## src/rtl/disp_arbiter.sv

```systemverilog
// disp_arbiter: round-robin owner of the two-digit hex display
// with a minimum on-screen hold per grant and blanking when idle.
module disp_arbiter #(
  parameter int unsigned HOLD_CYCLES = 25_000_000,
  parameter int unsigned TURBO_HOLD  = 3_125_000
) (
  input  logic       clk,
  input  logic       rst_n,
  input  logic [2:0] req,
  input  logic [7:0] data0,
  input  logic [7:0] data1,
  input  logic [7:0] data2,
  input  logic       turbo_mode,
  output logic [7:0] disp_data,
  output logic       disp_enable,
  output logic [2:0] grant,
  output logic [1:0] src
);

  localparam int unsigned MAXH =
    (HOLD_CYCLES > TURBO_HOLD) ? HOLD_CYCLES : TURBO_HOLD;
  localparam int CW = $clog2(MAXH) + 1;

  typedef logic [CW-1:0] cnt_t;
  typedef enum logic {IDLE, SHOW} state_t;

  localparam cnt_t LIM_N = cnt_t'(HOLD_CYCLES);
  localparam cnt_t LIM_T = cnt_t'(TURBO_HOLD);

  state_t     state_q, state_d;
  cnt_t       cnt_q, cnt_d;
  logic [1:0] last_q, last_d;
  logic [1:0] src_q, src_d;
  logic [7:0] data_q, data_d;

  cnt_t       lim;
  logic [CW:0] cnt_inc;
  logic       expired;
  logic [1:0] win;

  function automatic logic [7:0] pick(
    input logic [1:0] k,
    input logic [7:0] a,
    input logic [7:0] b,
    input logic [7:0] c
  );
    unique case (k)
      2'd1:    return b;
      2'd2:    return c;
      default: return a;
    endcase
  endfunction

  always_comb begin
    lim     = turbo_mode ? LIM_T : LIM_N;
    cnt_inc = {1'b0, cnt_q} + (CW+1)'(1);
    expired = cnt_inc >= {1'b0, lim};
  end

  // Search starts one past the previous winner, modulo 3.
  always_comb begin
    win = 2'd0;
    unique case (last_q)
      2'd0:    win = req[1] ? 2'd1 : (req[2] ? 2'd2 : 2'd0);
      2'd1:    win = req[2] ? 2'd2 : (req[0] ? 2'd0 : 2'd1);
      default: win = req[0] ? 2'd0 : (req[1] ? 2'd1 : 2'd2);
    endcase
  end

  always_comb begin
    state_d = state_q;
    cnt_d   = cnt_q;
    last_d  = last_q;
    src_d   = src_q;
    data_d  = data_q;
    unique case (state_q)
      IDLE: begin
        if (|req) begin
          state_d = SHOW;
          src_d   = win;
          last_d  = win;
          cnt_d   = '0;
          data_d  = pick(win, data0, data1, data2);
        end
      end
      SHOW: begin
        if (!expired) begin
          cnt_d = cnt_q + cnt_t'(1);
          if (req[src_q])
            data_d = pick(src_q, data0, data1, data2);
        end else if (|req) begin
          src_d  = win;
          last_d = win;
          cnt_d  = '0;
          data_d = pick(win, data0, data1, data2);
        end else begin
          state_d = IDLE;
          src_d   = 2'd0;
          cnt_d   = '0;
        end
      end
      default: state_d = IDLE;
    endcase
  end

  always_ff @(posedge clk) begin
    if (!rst_n) begin
      state_q <= IDLE;
      cnt_q   <= '0;
      last_q  <= 2'd2;
      src_q   <= 2'd0;
      data_q  <= 8'h00;
    end else begin
      state_q <= state_d;
      cnt_q   <= cnt_d;
      last_q  <= last_d;
      src_q   <= src_d;
      data_q  <= data_d;
    end
  end

  assign disp_enable = (state_q == SHOW);
  assign src         = src_q;
  assign disp_data   = data_q;
  assign grant       = disp_enable ? (3'b001 << src_q) : 3'b000;

endmodule

```

## config.mk

```make
export PLATFORM = sky130hd
export DESIGN_NAME = disp_arbiter
export DESIGN_NICKNAME = d
export VERILOG_FILES = /design/src/rtl/disp_arbiter.sv
export SDC_FILE = /design/constraint.sdc
export NUM_CORES = 1
export LEC_CHECK = 0
export ABC_AREA = 0
export BUFFER_PORTS_ARGS = -buffer_cell sky130_fd_sc_hd__buf_2
export CELL_PAD_IN_SITES_DETAIL_PLACEMENT = 1
export CELL_PAD_IN_SITES_GLOBAL_PLACEMENT = 1
export CORE_UTILIZATION = 45
export DETAILED_ROUTE_END_ITERATION = 6
export GPL_TIMING_DRIVEN = 0
export PLACE_DENSITY_LB_ADDON = 0.1
export SKIP_LAST_GASP = 1
export SLEW_MARGIN = 20
export SYNTH_ARGS = -nofsm -noshare
export SYNTH_HDL_FRONTEND = slang
export SYNTH_SLANG_ARGS = --single-unit
```

## constraint.sdc

```tcl
create_clock -name clk -period 5.4 [get_ports clk]
set_input_delay 0.27 -clock clk [delete_from_list [all_inputs] [get_ports clk]]
set_output_delay 0.27 -clock clk [all_outputs]
set_load 0.01 [all_outputs]
```

==> summary.md, run 1 <==
| Metric | Value |
|---|---|
| Worst-Skew Late Latency | `0.29 ns` |
| Post-synth EDFFs | `0` |
| Yosys top cell by area | `dfxtp_1` |
| Top sig layer | `met4` |
| Layout area overhead | `14.9%` |
| TritonRoute pass-1 iters | `4` |
| Reg clk slew, reported paths | `0.08 ns` |
| Setup violations, final | `0` |
| Clock Skew | `around 0.0058 ns` |
| Vias in the first global route | `2775` |
| Reg2Reg Setup Slack | `0.97 ns` |
| CP max stage cell | `or3_1` |
| Largest net degree at the start of global routing | `13` |
| Slew headroom | `roughly 23%` |
| Clock buffer depth | `2` |
| Depth of the CTS H-tree | `2` |
| Num Clock Sinks | `39` |
| Post-CTS sizing | `0` |
| Initial antenna violation count | `0` |
| Total number of vias | `2867` |
| Number of hold buffers added after cts | `0` |
| Initial Util | `47.9%` |
| Routed metal-1 wirelength | `4070 um` |
| Met3 routed WL | `233 um` |
| Gpl congestion | `between 0.8 and 0.9` |
| First-pass GRT wire length | `13200 um` |
| Startpoint Class | `register` |
| Num CTS Buffers | `5` |
| Mapped Cells | `about 360` |
| Synth Flop Type | `dfxtp_1` |
| Setup TNS Final | `0 ns` |
| Final Hold Slack | `0.427 ns` |
| Vias/cell | `5.96` |
| WS Path Type | `register to register` |
| Rows | `28` |
| Yosys warns | `0` |
| Clock root buffer | `clkbuf_8` |
| Synth Area per Inst | `a little over 8 sq um` |
| Drt drc | `0` |
| Worst path required time | `5.62 ns` |
| CTS tree | `yes` |
| Critical path capture point type | `register` |
| Worst-margin pin slew | `1.15 ns` |
| I/O Buffers | `43` |
| Non-filler instance count after layout | `481` |
| Synthesized area | `2900 sq um` |
| Worst-path fanout max | `10` |
| WL met2 | `3740 um` |
| I/O Pins | `44` |
| Pwr dens | `around 220 nW/um^2` |
| Period minus WS final | `4.43 ns` |
| Synth Register Bits | `39` |
| Fraction of registers with async set/reset | `0%` |
| Filler Cells Inserted | `807` |
| Multi-input logic area | `1950 sq um` |
| Detailed-route wire length per cell | `approximately 17 um` |
| Final Hold Viols | `0` |
| HP Class | `input port to register` |
| Initial DRC count | `between 100 and 150` |
| Crit path cell chain | `ha_1 -> nand4_1 -> or3_1 -> nor4_1 -> nand2_1 -> xnor2_1 -> ha_1 -> a22oi_1 -> o21ai_0 -> a31o_1 -> a2111oi_4 -> buf_6 -> buf_6 -> a21oi_1 -> a31oi_1` |
| Wirelength, routed | `8110 um` |
| N_diodes | `0` |
| Critical path arrival | `4.65 ns` |
| Leak pwr | `1.32 nW` |
| VDD IR-drop max | `0.126 mV` |
| Top-area cell type share of the netlist area | `26.9%` |
| Core area | `6060 sq um` |
| Gr usage total | `25.7%` |
| Synth top area cells | `dfxtp_1 (27%), ha_1 (7.8%), nor2_1 (4.8%)` |
| GRT overflow | `0` |
| Die Area | `6770 sq um` |
| Slew Viols, Final | `0` |
| Die Wd | `82.3 um` |
| RSZ-0062 raised after global routing | `false` |
| Setup bufs post-CTS | `0` |
| Status | `completed` |
| Die span in y | `82.3 um` |
| Antenna Violating Nets Remaining | `0` |
| Fmax | `226 MHz` |
| Final period util | `about 80%` |
| Syn_nets | `403` |
| Synth unique cells | `58` |
| Hpwl dp | `just over 6000 um` |
| Max-cap check violation count | `0` |
| Seq/Total Area, Yosys | `between 20% and 30%` |
| Reg area | `781 sq um` |
| Final #Nets | `453` |
| Share of layout cells above drive strength 1 | `17.5%` |
| Post-Place Cells | `~470` |
| Critical Path Max Stage Delay | `0.57 ns` |
[per-stage QoR]
| step | cell area (sq um) | utilization (%) | total power, mW | setup WS [ns] |
|---|---|---|---|---|
| finish | 3330 | 55.0 | 0.727 | 0.968 |
| global route | 3330 | 55.0 | 0.761 | 0.567 |
| CTS | 3330 | 55.0 | 0.731 | 0.973 |
| detailed placement | 3220 | 53.1 | 0.476 | 1.06 |
| global placement | 3210 | 53.0 | 0.469 | 1.12 |
| floorplan | 2900 | - | 0.421 | 1.80 |
[per-layer routing]
layer / vias to the layer above / GRT usage, %
met4: 0 / 6.49
li1: 1437 / -
met5: - / 0
met1: 1383 / 35.2
met2: 41 / 42.7
met3: 6 / 2.97
[flip-flops by register name (all words and copies together), names as in the netlist]
| signal | count |
|---|---|
| cnt_q | 26 |
| disp_enable | 1 |
| src | 2 |
| last_q | 2 |
| disp_data | 8 |
[cell type report]
cell class | count | share of cell area, %
Buffer | 22 | 3.57
Clock buffer | 6 | 2.48
Inverter | 14 | 1.58
Multi-Input combinational cell | 280 | 58.6
Tap cell | 75 | 2.82
Clock inverter | 2 | 1.05
Sequential cell | 39 | 23.4
Timing Repair Buffer | 43 | 6.46
[cell families after synthesis]
group,count (synthesis),share of synthesized area (%)
adders and majority gates,18,7.76
xor gates and xnor gates,15,4.53
AOI/OAI and AO/OA,108,26.4
buffers and inverters,36,5.91
DFF,39,26.9
muxes,15,5.65
and+or+nand+nor,124,22.8
[final timing paths]
path / start / end / depth (start not counted)
worst min-delay path: req[2] / disp_enable / 3
worst max-delay path: cnt_q[0] / cnt_q[11] / 15
worst max register to register: cnt_q[0] / cnt_q[11] / 15
worst min register to register: disp_data[6] / disp_data[6] / 2
[critical path, delay by kind of cell, from the launching register on]
kind / cells / cell delay, ns
and+or+nand+nor: 4 / 1.47
AOI/OAI and AO/OA: 6 / 1.16
adders and majority gates: 2 / 0.62
DFF: 1 / 0.47
buffers and inverters: 2 / 0.37
xor gates and xnor gates: 1 / 0.25
[synthesized netlist by cell type, types with 4 or more instances]
cell type and number:
nand2_1 23, a211oi_1 8, a31oi_1 12, nor2_1 37
a22oi_1 17, and2_1 4, a21oi_1 22, xor2_1 5
xnor2_1 10, mux2i_1 13, o21ai_0 7, ha_1 18
nand2b_1 4, o22ai_1 8, clkbuf_1 14, nand3_1 15
buf_6 4, nor4_1 5, nand4_1 10, inv_1 13
a22o_1 12, dfxtp_1 39
[layout by cell type, fill, tap and decap left out, drive strengths merged, types with 5 or more instances in the layout]
cell type and count:
mux2i 14, dfxtp 39, a22oi 17, nor2 37, o22ai 8, buf 51
clkbuf 20, a22o 12, a211oi 9, nand2 23, inv 13, xor2 5
nand3 15, ha 18, nor4 7, a21oi 22, xnor2 10, a31oi 12
o21ai 8, nand4 12
[where the power goes]
group | internal [mW] | total [mW] | switching (mW)
Combinational | 0.0644 | 0.158 | 0.0940
Clock | 0.150 | 0.257 | 0.107
Sequential | 0.301 | 0.311 | 0.0107
Total | 0.515 | 0.727 | 0.212
Note: power is estimated with default switching activity, not from simulation.
==> run 2: changes to the inputs <==
--- a/config.mk
+++ b/config.mk
@@ -5,11 +5,11 @@
 export SDC_FILE = /design/constraint.sdc
 export NUM_CORES = 1
 export LEC_CHECK = 0
-export ABC_AREA = 0
+export ABC_AREA = 1
 export BUFFER_PORTS_ARGS = -buffer_cell sky130_fd_sc_hd__buf_2
 export CELL_PAD_IN_SITES_DETAIL_PLACEMENT = 1
 export CELL_PAD_IN_SITES_GLOBAL_PLACEMENT = 1
-export CORE_UTILIZATION = 45
+export CORE_UTILIZATION = 41
 export DETAILED_ROUTE_END_ITERATION = 6
 export GPL_TIMING_DRIVEN = 0
 export PLACE_DENSITY_LB_ADDON = 0.1
==> constraint.sdc (replaced) <==
create_clock -name clk -period 4.55 [get_ports clk]
set_input_delay 0.2275 -clock clk [delete_from_list [all_inputs] [get_ports clk]]
set_output_delay 0.2275 -clock clk [all_outputs]
set_load 0.01 [all_outputs]
==> run 2 against run 1 <==
Net effect:
- via count up 37%
- register-to-register slack worse by 0.59 ns
- clock power up 20%
- die area up 32%
- setup slack worse by 0.59 ns
- sequential power up 17%
- highest routed layer unchanged
==> summary.md, run 2 <==
| Metric | Value |
|---|---|
| Status | `completed` |
| Setup bufs post-CTS | `0 (unchanged)` |
| Layout Utilization | `48.2% (-6.8 points)` |
| Number of hold buffers added after cts | `0 (unchanged)` |
| Slew Viols, Final | `0 (unchanged)` |
| First-pass GRT wire length | `19100 um (+44%)` |
| Initial antenna violation count | `0 (unchanged)` |
| Pwr dens | `218 nW/um^2 (-0.20%)` |
| Top-area cell type share of the netlist area | `22.2% (-4.7 points)` |
| Flop pwr share | `42.0% (-0.8 points)` |
| Worst-Skew Late Latency | `0.30 ns (about the same)` |
| Worst-path fanout max | `10 (unchanged)` |
| Commonest non-fill, non-tap cells in the layout | `nand2_1 (181), inv_1 (83), nor2_1 (50)` |
| Core area | `8260 sq um (+36%)` |
| Max reg flops | `26 (unchanged)` |
| Synth unique cells | `35 (-40%)` |
| Clock Skew | `0.00803 ns (+0.00223 ns)` |
| RSZ-0062 raised after global routing | `false` |
| Worst-margin pin slew | `0.814 ns (-0.332 ns)` |
| Synth Register Bits | `39 (unchanged)` |
| Non-filler instance count after layout | `747 (+55%)` |
| Post-synth EDFFs | `0 (unchanged)` |
| Most common cell after layout, fill and taps aside | `nand2_1` |
| Synthesized area | `3520 sq um (+21%)` |
| Seq/Total Area, Yosys | `22.2% (-4.7 points)` |
| CTS tree | `yes` |
| Startpoint Class | `register` |
| Clk network pwr share | `35.6% (+0.2 points)` |
| Final period util | `91.7% (+9.7 points)` |
| Num CTS Buffers | `5 (unchanged)` |
| Syn_nets | `639 (+59%)` |
| Slew headroom | `45.0% (+22 points)` |
| Gpl congestion | `0.898 (+11%)` |
| Die span in y | `94.7 um (+15%)` |
| Setup violations, final | `0 (unchanged)` |
| Largest net degree at the start of global routing | `14 (+1)` |
| WS Path Type | `register to register` |
| Initial Util | `42.6% (-5.3 points)` |
| Total power | `0.866 mW (+19%)` |
| Critical path capture point type | `register` |
| Final Hold Viols | `0 (unchanged)` |
| Drt drc | `0 (unchanged)` |
| Vias/cell | `5.28 (-11%)` |
| Wirelength, routed | `11500 um (+41%)` |
| Die Area | `8960 sq um (+32%)` |
| Period minus WS final | `4.17 ns (-0.258 ns)` |
| Die Wd | `94.7 um (+15%)` |
| Num Clock Sinks | `39 (unchanged)` |
| Max-cap check violation count | `0 (unchanged)` |
| Reg2Reg Setup Slack | `0.38 ns (-0.59 ns)` |
| Reg with most FFs | `cnt_q` |
| Critical path arrival | `4.41 ns (-0.24 ns)` |
| Post-CTS sizing | `0 (unchanged)` |
| Antenna Violating Nets Remaining | `0 (unchanged)` |
| Synth Flop Type | `dfxtp_1` |
| Hpwl dp | `9340 um (+50%)` |
| Clock root buffer | `clkbuf_8` |
| Sw Share | `32.2% (+3.0 points)` |
| Comb pwr share | `22.4% (+0.6 points)` |
| NetSw | `0.279 mW (+32%)` |
| Post-synth top cells | `nand2_1 (181), inv_1 (83), nor2_1 (50), a21oi_1 (39), dfxtp_1 (39)` |
| Yosys top cell by area | `dfxtp_1` |
| Most frequent cell after synthesis | `nand2_1` |
| Reg clk slew, reported paths | `0.09 ns (about the same)` |
| I/O Pins | `44 (unchanged)` |
| Detailed-route wire length per cell | `15.3 um (-9.0%)` |
| VDD IR-drop max | `0.0930 mV (-26%)` |
| Mapped Cells | `591 (+66%)` |
| Fmax | `240 MHz (+6.2%)` |
| Synth top area cells | `dfxtp_1 (22%), nand2_1 (19%), inv_1 (8.9%)` |
| I/O Buffers | `43 (unchanged)` |
| N_diodes | `0 (unchanged)` |
| Clock buffer depth | `2 (unchanged)` |
| Leak pwr | `1.81 nW (+37%)` |
| P_int | `0.587 mW (+14%)` |
| Fraction of registers with async set/reset | `0% (unchanged)` |
| Share of layout cells above drive strength 1 | `13.7% (-3.8 points)` |
| Gr usage total | `27.5% (+1.8 points)` |
| Depth of the CTS H-tree | `2 (unchanged)` |
| Final #Nets | `689 (+52%)` |
| Vias in the first global route | `3990 (+44%)` |
| Post-Place Cells | `739 (+56%)` |
| Worst path required time | `4.78 ns (-0.84 ns)` |
| HP Class | `input port to register` |
| Synth Area per Inst | `5.96 sq um (-27%)` |
| Rows | `33 (+18%)` |
| Initial DRC count | `109 (-9.9%)` |
| Yosys warns | `0 (unchanged)` |
| Layout area overhead | `13.0%` |
| TritonRoute pass-1 iters | `4 (unchanged)` |
| Setup TNS Final | `0 ns (unchanged)` |
| Total number of vias | `3941 (+37%)` |
| GRT overflow | `0 (unchanged)` |
run 2: cell types whose count changed in the layout (fill, tap and decap cells not counted), moves of 11 or more:
cell / change
o21ai_0: +11
nand2_1: +158
a21oi_1: +17
a31oi_1: -11
nand3_1: +22
inv_1: +70
nor2_1: +13
a22oi_1: -17
a22o_1: -12
mux2i_1: -13
run 2: critical path, cell delays in order (launching register included):
cell and delay [ns]:
dfxtp_1 0.39, ha_1 0.27, inv_1 0.11, nor2_2 0.21, nand2_2 0.16, nor3_1 0.35, nand2_1 0.18, nor4_1 0.27
xnor2_1 0.17, inv_1 0.09, ha_1 0.35, inv_1 0.06, nor3_1 0.25, nand3b_1 0.10, nor3_1 0.23, nand4_1 0.13
nor2_1 0.19, a21oi_2 0.14, buf_4 0.19, nand3_1 0.09, nand2_1 0.06, a21oi_1 0.12
run 2: cell type report:
| cell class | count | area (sq um) |
|---|---|---|
| multi-input combinational | 449 | 2320 |
| clock inverter | 3 | 43.8 |
| timing repair buffer | 43 | 215 |
| inverter | 87 | 328 |
| clock buffer | 5 | 68.8 |
| fill | 1202 | 4280 |
| sequential | 39 | 781 |
| tap | 105 | 131 |
| buffer | 16 | 92.6 |
run 2: metal layers:
layer,global-route usage (%),up-vias,part of all wire (%)
met1,32.0,1833,44
met2,50.7,80,50
met5,0,-,0
met4,11.1,0,3.0
li1,-,2005,-
met3,3.14,23,3.0
run 2: cell families (layout without fill, tap and decap cells):
family | after synthesis | in the layout | share of synthesized area (%)
XOR/XNOR | 16 | 16 | 3.98
adder cells (fa/ha/maj) | 18 | 18 | 6.40
AO/OA/AOI/OAI | 89 | 89 | 14.3
flip-flops | 39 | 39 | 22.2
AND/OR/NAND/NOR | 326 | 326 | 41.2
buffers and inverters | 103 | 154 | 11.9
run 2: path summary, 6_finish.rpt:
path	start	end	cells past startpoint
hold reg to reg	cnt_q[25]	cnt_q[25]	2
setup reg to reg	cnt_q[1]	disp_data[5]	21
hold / removal	rst_n	last_q[1]	2
setup / recovery	cnt_q[1]	disp_data[5]	21
run 2: per-stage QoR:
stage | setup WS [ns] | area (sq um) | hold WS, ns
4_1_cts | 0.372 | 3980 | 0.163
2_1_floorplan | 1.30 | 3520 | 0.312
3_3_place_gp | 0.489 | 3870 | 0.460
3_5_place_dp | 0.419 | 3870 | 0.470
5_1_grt | 0.0525 | 3980 | 0.154
6_report | 0.376 | 3980 | 0.161
run 2: power by group through the flow:
stage | Combinational (mW) | Sequential (mW) | Clock [mW]
global placement | 0.188 | 0.371 | 0
detailed placement | 0.195 | 0.372 | 0
global route | 0.220 | 0.366 | 0.332
floorplan | 0.123 | 0.374 | 0
finish | 0.194 | 0.364 | 0.308
CTS | 0.195 | 0.364 | 0.313
==> run 3: changes to the inputs <==
--- a/config.mk
+++ b/config.mk
@@ -6,13 +6,15 @@
 export NUM_CORES = 1
 export LEC_CHECK = 0
 export ABC_AREA = 1
+export ABC_CLOCK_PERIOD_IN_PS = 4550
 export BUFFER_PORTS_ARGS = -buffer_cell sky130_fd_sc_hd__buf_2
 export CELL_PAD_IN_SITES_DETAIL_PLACEMENT = 1
 export CELL_PAD_IN_SITES_GLOBAL_PLACEMENT = 1
 export CORE_UTILIZATION = 41
 export DETAILED_ROUTE_END_ITERATION = 6
 export GPL_TIMING_DRIVEN = 0
-export PLACE_DENSITY_LB_ADDON = 0.1
+export PLACE_DENSITY = 0.85
+export RECOVER_POWER = 25
 export SKIP_LAST_GASP = 1
 export SLEW_MARGIN = 20
 export SYNTH_ARGS = -nofsm -noshare
==> run 3 against run 2 <==
Net effect:
- combinational power decreased by 4%
- setup slack improved by 0.10 ns
- count of clock-buffer cells in the layout unchanged
- final cell count stayed put
- critical path type unchanged
- highest routed layer unchanged
==> summary.md, run 3 (synthesized netlist as in run 2, its figures left out) <==
| Metric | Value |
|---|---|
| Num Clock Sinks | `39 (unchanged)` |
| Detailed-route wire length per cell | `15.1 um (-1.7%)` |
| Non-filler instance count after layout | `747 (unchanged)` |
| Clock buffer depth | `2 (unchanged)` |
| Hold path startpoint | `rst_n` |
| Wirelength, routed | `11300 um (-1.7%)` |
| N_diodes | `0 (unchanged)` |
| Worst-margin pin slew | `1.08 ns (+0.268 ns)` |
| Clk network pwr share | `39.6% (+4.0 points)` |
| Max-cap check violation count | `0 (unchanged)` |
| Num CTS Buffers | `5 (unchanged)` |
| VDD IR-drop max | `0.140 mV (+51%)` |
| Post-CTS sizing | `0 (unchanged)` |
| Clock root buffer | `clkbuf_8` |
| Hold EP | `last_q[1]` |
| RSZ-0062 raised after global routing | `false` |
| Pwr dens | `230 nW/um^2 (+5.5%)` |
| Worst path required time | `4.79 ns (about the same)` |
| Critical path arrival | `4.31 ns (-0.10 ns)` |
| Gpl congestion | `0.876 (-2.5%)` |
| Die Wd | `94.7 um (unchanged)` |
| Period minus WS final | `4.07 ns (-0.101 ns)` |
| Reg2reg path depth | `21 (unchanged)` |
| Layout area overhead | `13.3%` |
| Final period util | `89.5% (-2.2 points)` |
| Filler Cells Inserted | `1184 (-1.5%)` |
| Total number of vias | `3987 (+1.2%)` |
| Hpwl dp | `9230 um (-1.2%)` |
| Die span in y | `94.7 um (unchanged)` |
| Worst flop-to-flop path startpoint | `cnt_q[1]` |
| Leak pwr | `1.77 nW (-2.3%)` |
| HP Class | `input port to register` |
| Most common cell after layout, fill and taps aside | `nand2_1` |
| Worst-path fanout max | `10 (unchanged)` |
| Crit path cell chain | `ha_1 -> inv_1 -> nor2_2 -> nand2_2 -> nor3_1 -> nand2_1 -> nor4_1 -> xnor2_1 -> inv_1 -> ha_1 -> inv_1 -> nor3_1 -> nand3b_1 -> nor3_1 -> nand4_1 -> nor2_1 -> a21oi_2 -> buf_4 -> nand3_1 -> nand2_1 -> a21oi_1` |
| Die Area | `8960 sq um (unchanged)` |
| Worst-Skew Late Latency | `0.31 ns (about the same)` |
| Setup bufs post-CTS | `0 (unchanged)` |
| Antenna Violating Nets Remaining | `0 (unchanged)` |
| Worst setup margin | `0.477 ns (+0.101 ns)` |
| P_int | `0.639 mW (+8.9%)` |
| I/O Buffers | `43 (unchanged)` |
| Initial DRC count | `122 (+12%)` |
| GRT overflow | `0 (unchanged)` |
| Depth of the CTS H-tree | `2 (unchanged)` |
| Setup TNS Final | `0 ns (unchanged)` |
| TritonRoute pass-1 iters | `4 (unchanged)` |
| Slew Viols, Final | `0 (unchanged)` |
| Share of layout cells above drive strength 1 | `11.7% (-2.0 points)` |
| Reg clk slew, reported paths | `0.09 ns (about the same)` |
| Number of cells on the worst hold path | `2 (unchanged)` |
| Gr usage total | `26.8% (-0.73 points)` |
| Reg2Reg Setup Slack | `0.48 ns (+0.10 ns)` |
| Sw Share | `30.2% (-2.1 points)` |
| Vias/cell | `5.34 (+1.2%)` |
| I/O Pins | `44 (unchanged)` |
| CTS tree | `yes` |
| Status | `completed` |
| Clock Skew | `0.00992 ns (+0.00189 ns)` |
| Initial Util | `42.6% (unchanged)` |
| Final Hold Viols | `0 (unchanged)` |
| Reg-to-Reg End | `disp_data[5]` |
| Startpoint Class | `register` |
| Worst slack, placed | `0.521 ns (+0.102 ns)` |
| Fmax | `246 MHz (+2.5%)` |
| Flop pwr share | `39.9% (-2.1 points)` |
| Comb pwr share | `20.5% (-1.9 points)` |
| First-pass GRT wire length | `18800 um (-1.4%)` |
| Final #Nets | `689 (unchanged)` |
| Critical Path Max Stage Delay | `0.38 ns (about the same)` |
| Largest net degree at the start of global routing | `14 (unchanged)` |
| Rows | `33 (unchanged)` |
| CP max stage cell | `dfxtp_1` |
| WS Path Type | `register to register` |
| Max reg flops | `26 (unchanged)` |
| Core area | `8260 sq um (unchanged)` |
| Number of hold buffers added after cts | `0 (unchanged)` |
| NetSw | `0.276 mW (-1.0%)` |
| Drt drc | `0 (unchanged)` |
| Post-Place Cells | `739 (unchanged)` |
| Commonest non-fill, non-tap cells in the layout | `nand2_1 (181), inv_1 (83), nor2_1 (50)` |
| Slew headroom | `27.1% (-18 points)` |
| Setup violations, final | `0 (unchanged)` |
| Initial antenna violation count | `0 (unchanged)` |
| Critical path capture point type | `register` |
| Vias in the first global route | `4109 (+3.0%)` |
| Reg with most FFs | `cnt_q` |
-- run 3: cell count changes in the layout (fill, tap and decap cells not counted), sizes merged --
cell / change
buf: -13
clkbuf: +13
clkinv: -2
bufinv: +1
clkinvlp: +1
-- run 3: layout make-up --
class                      count  area (sq um)  share of cell area, %
tap                          105           131                   3.30
buffer                        16          91.3                   2.29
timing repair buffer          43           200                   5.02
multi-input combinational    449          2320                   58.2
clock buffer                   5          68.8                   1.73
clock inverter                 3          67.6                   1.69
sequential                    39           781                   19.6
inverter                      87           328                   8.22
-- run 3: worst max-delay path by stage --
| stage | from | to | slack [ns] | cells after the start |
|---|---|---|---|---|
| final | cnt_q[1] | disp_data[5] | 0.48 | 21 |
| after global routing | cnt_q[1] | disp_data[5] | 0.14 | 21 |
| after CTS | cnt_q[1] | disp_data[5] | 0.46 | 21 |
| after detailed placement | cnt_q[1] | disp_data[4] | 0.52 | 20 |
| after global placement | cnt_q[1] | disp_data[4] | 0.60 | 20 |
| after floorplan | cnt_q[1] | disp_data[5] | 1.30 | 21 |
-- run 3: per-layer routing --
layer  GRT usage [%]  part of all wire [%]  vias up
li1                -                     -     2011
met1            28.9                    42     1871
met2            51.7                    52       81
met3            3.46                   3.0       24
met4            11.1                   2.9        0
met5               0                     0        -
-- run 3: power groups by stage --
stage               logic, mW  clock network, mW  registers, mW
floorplan               0.123                  0          0.374
finish                  0.187              0.363          0.365
global placement        0.181                  0          0.372
CTS                     0.191              0.370          0.365
detailed placement      0.190                  0          0.373
global route            0.212              0.380          0.367
-- run 3: worst max-delay path, delay by kind of cell, from the launching register on --
kind            cells  cell delay (ns)
buf+inv             4             0.46
flops               1             0.38
compound gates      2             0.26
simple gates       12             2.09
xor+xnor            1             0.17
fa+ha+maj           2             0.63
-- run 3: through the flow --
step | area (sq um) | util [%] | hold WS, ns | power (mW)
global route | 3990 | 48.3 | 0.140 | 0.959
finish | 3990 | 48.3 | 0.146 | 0.915
CTS | 4000 | 48.5 | 0.143 | 0.925
global placement | 3870 | 46.8 | 0.459 | 0.553
floorplan | 3520 | - | 0.312 | 0.497
detailed placement | 3870 | 46.8 | 0.464 | 0.563
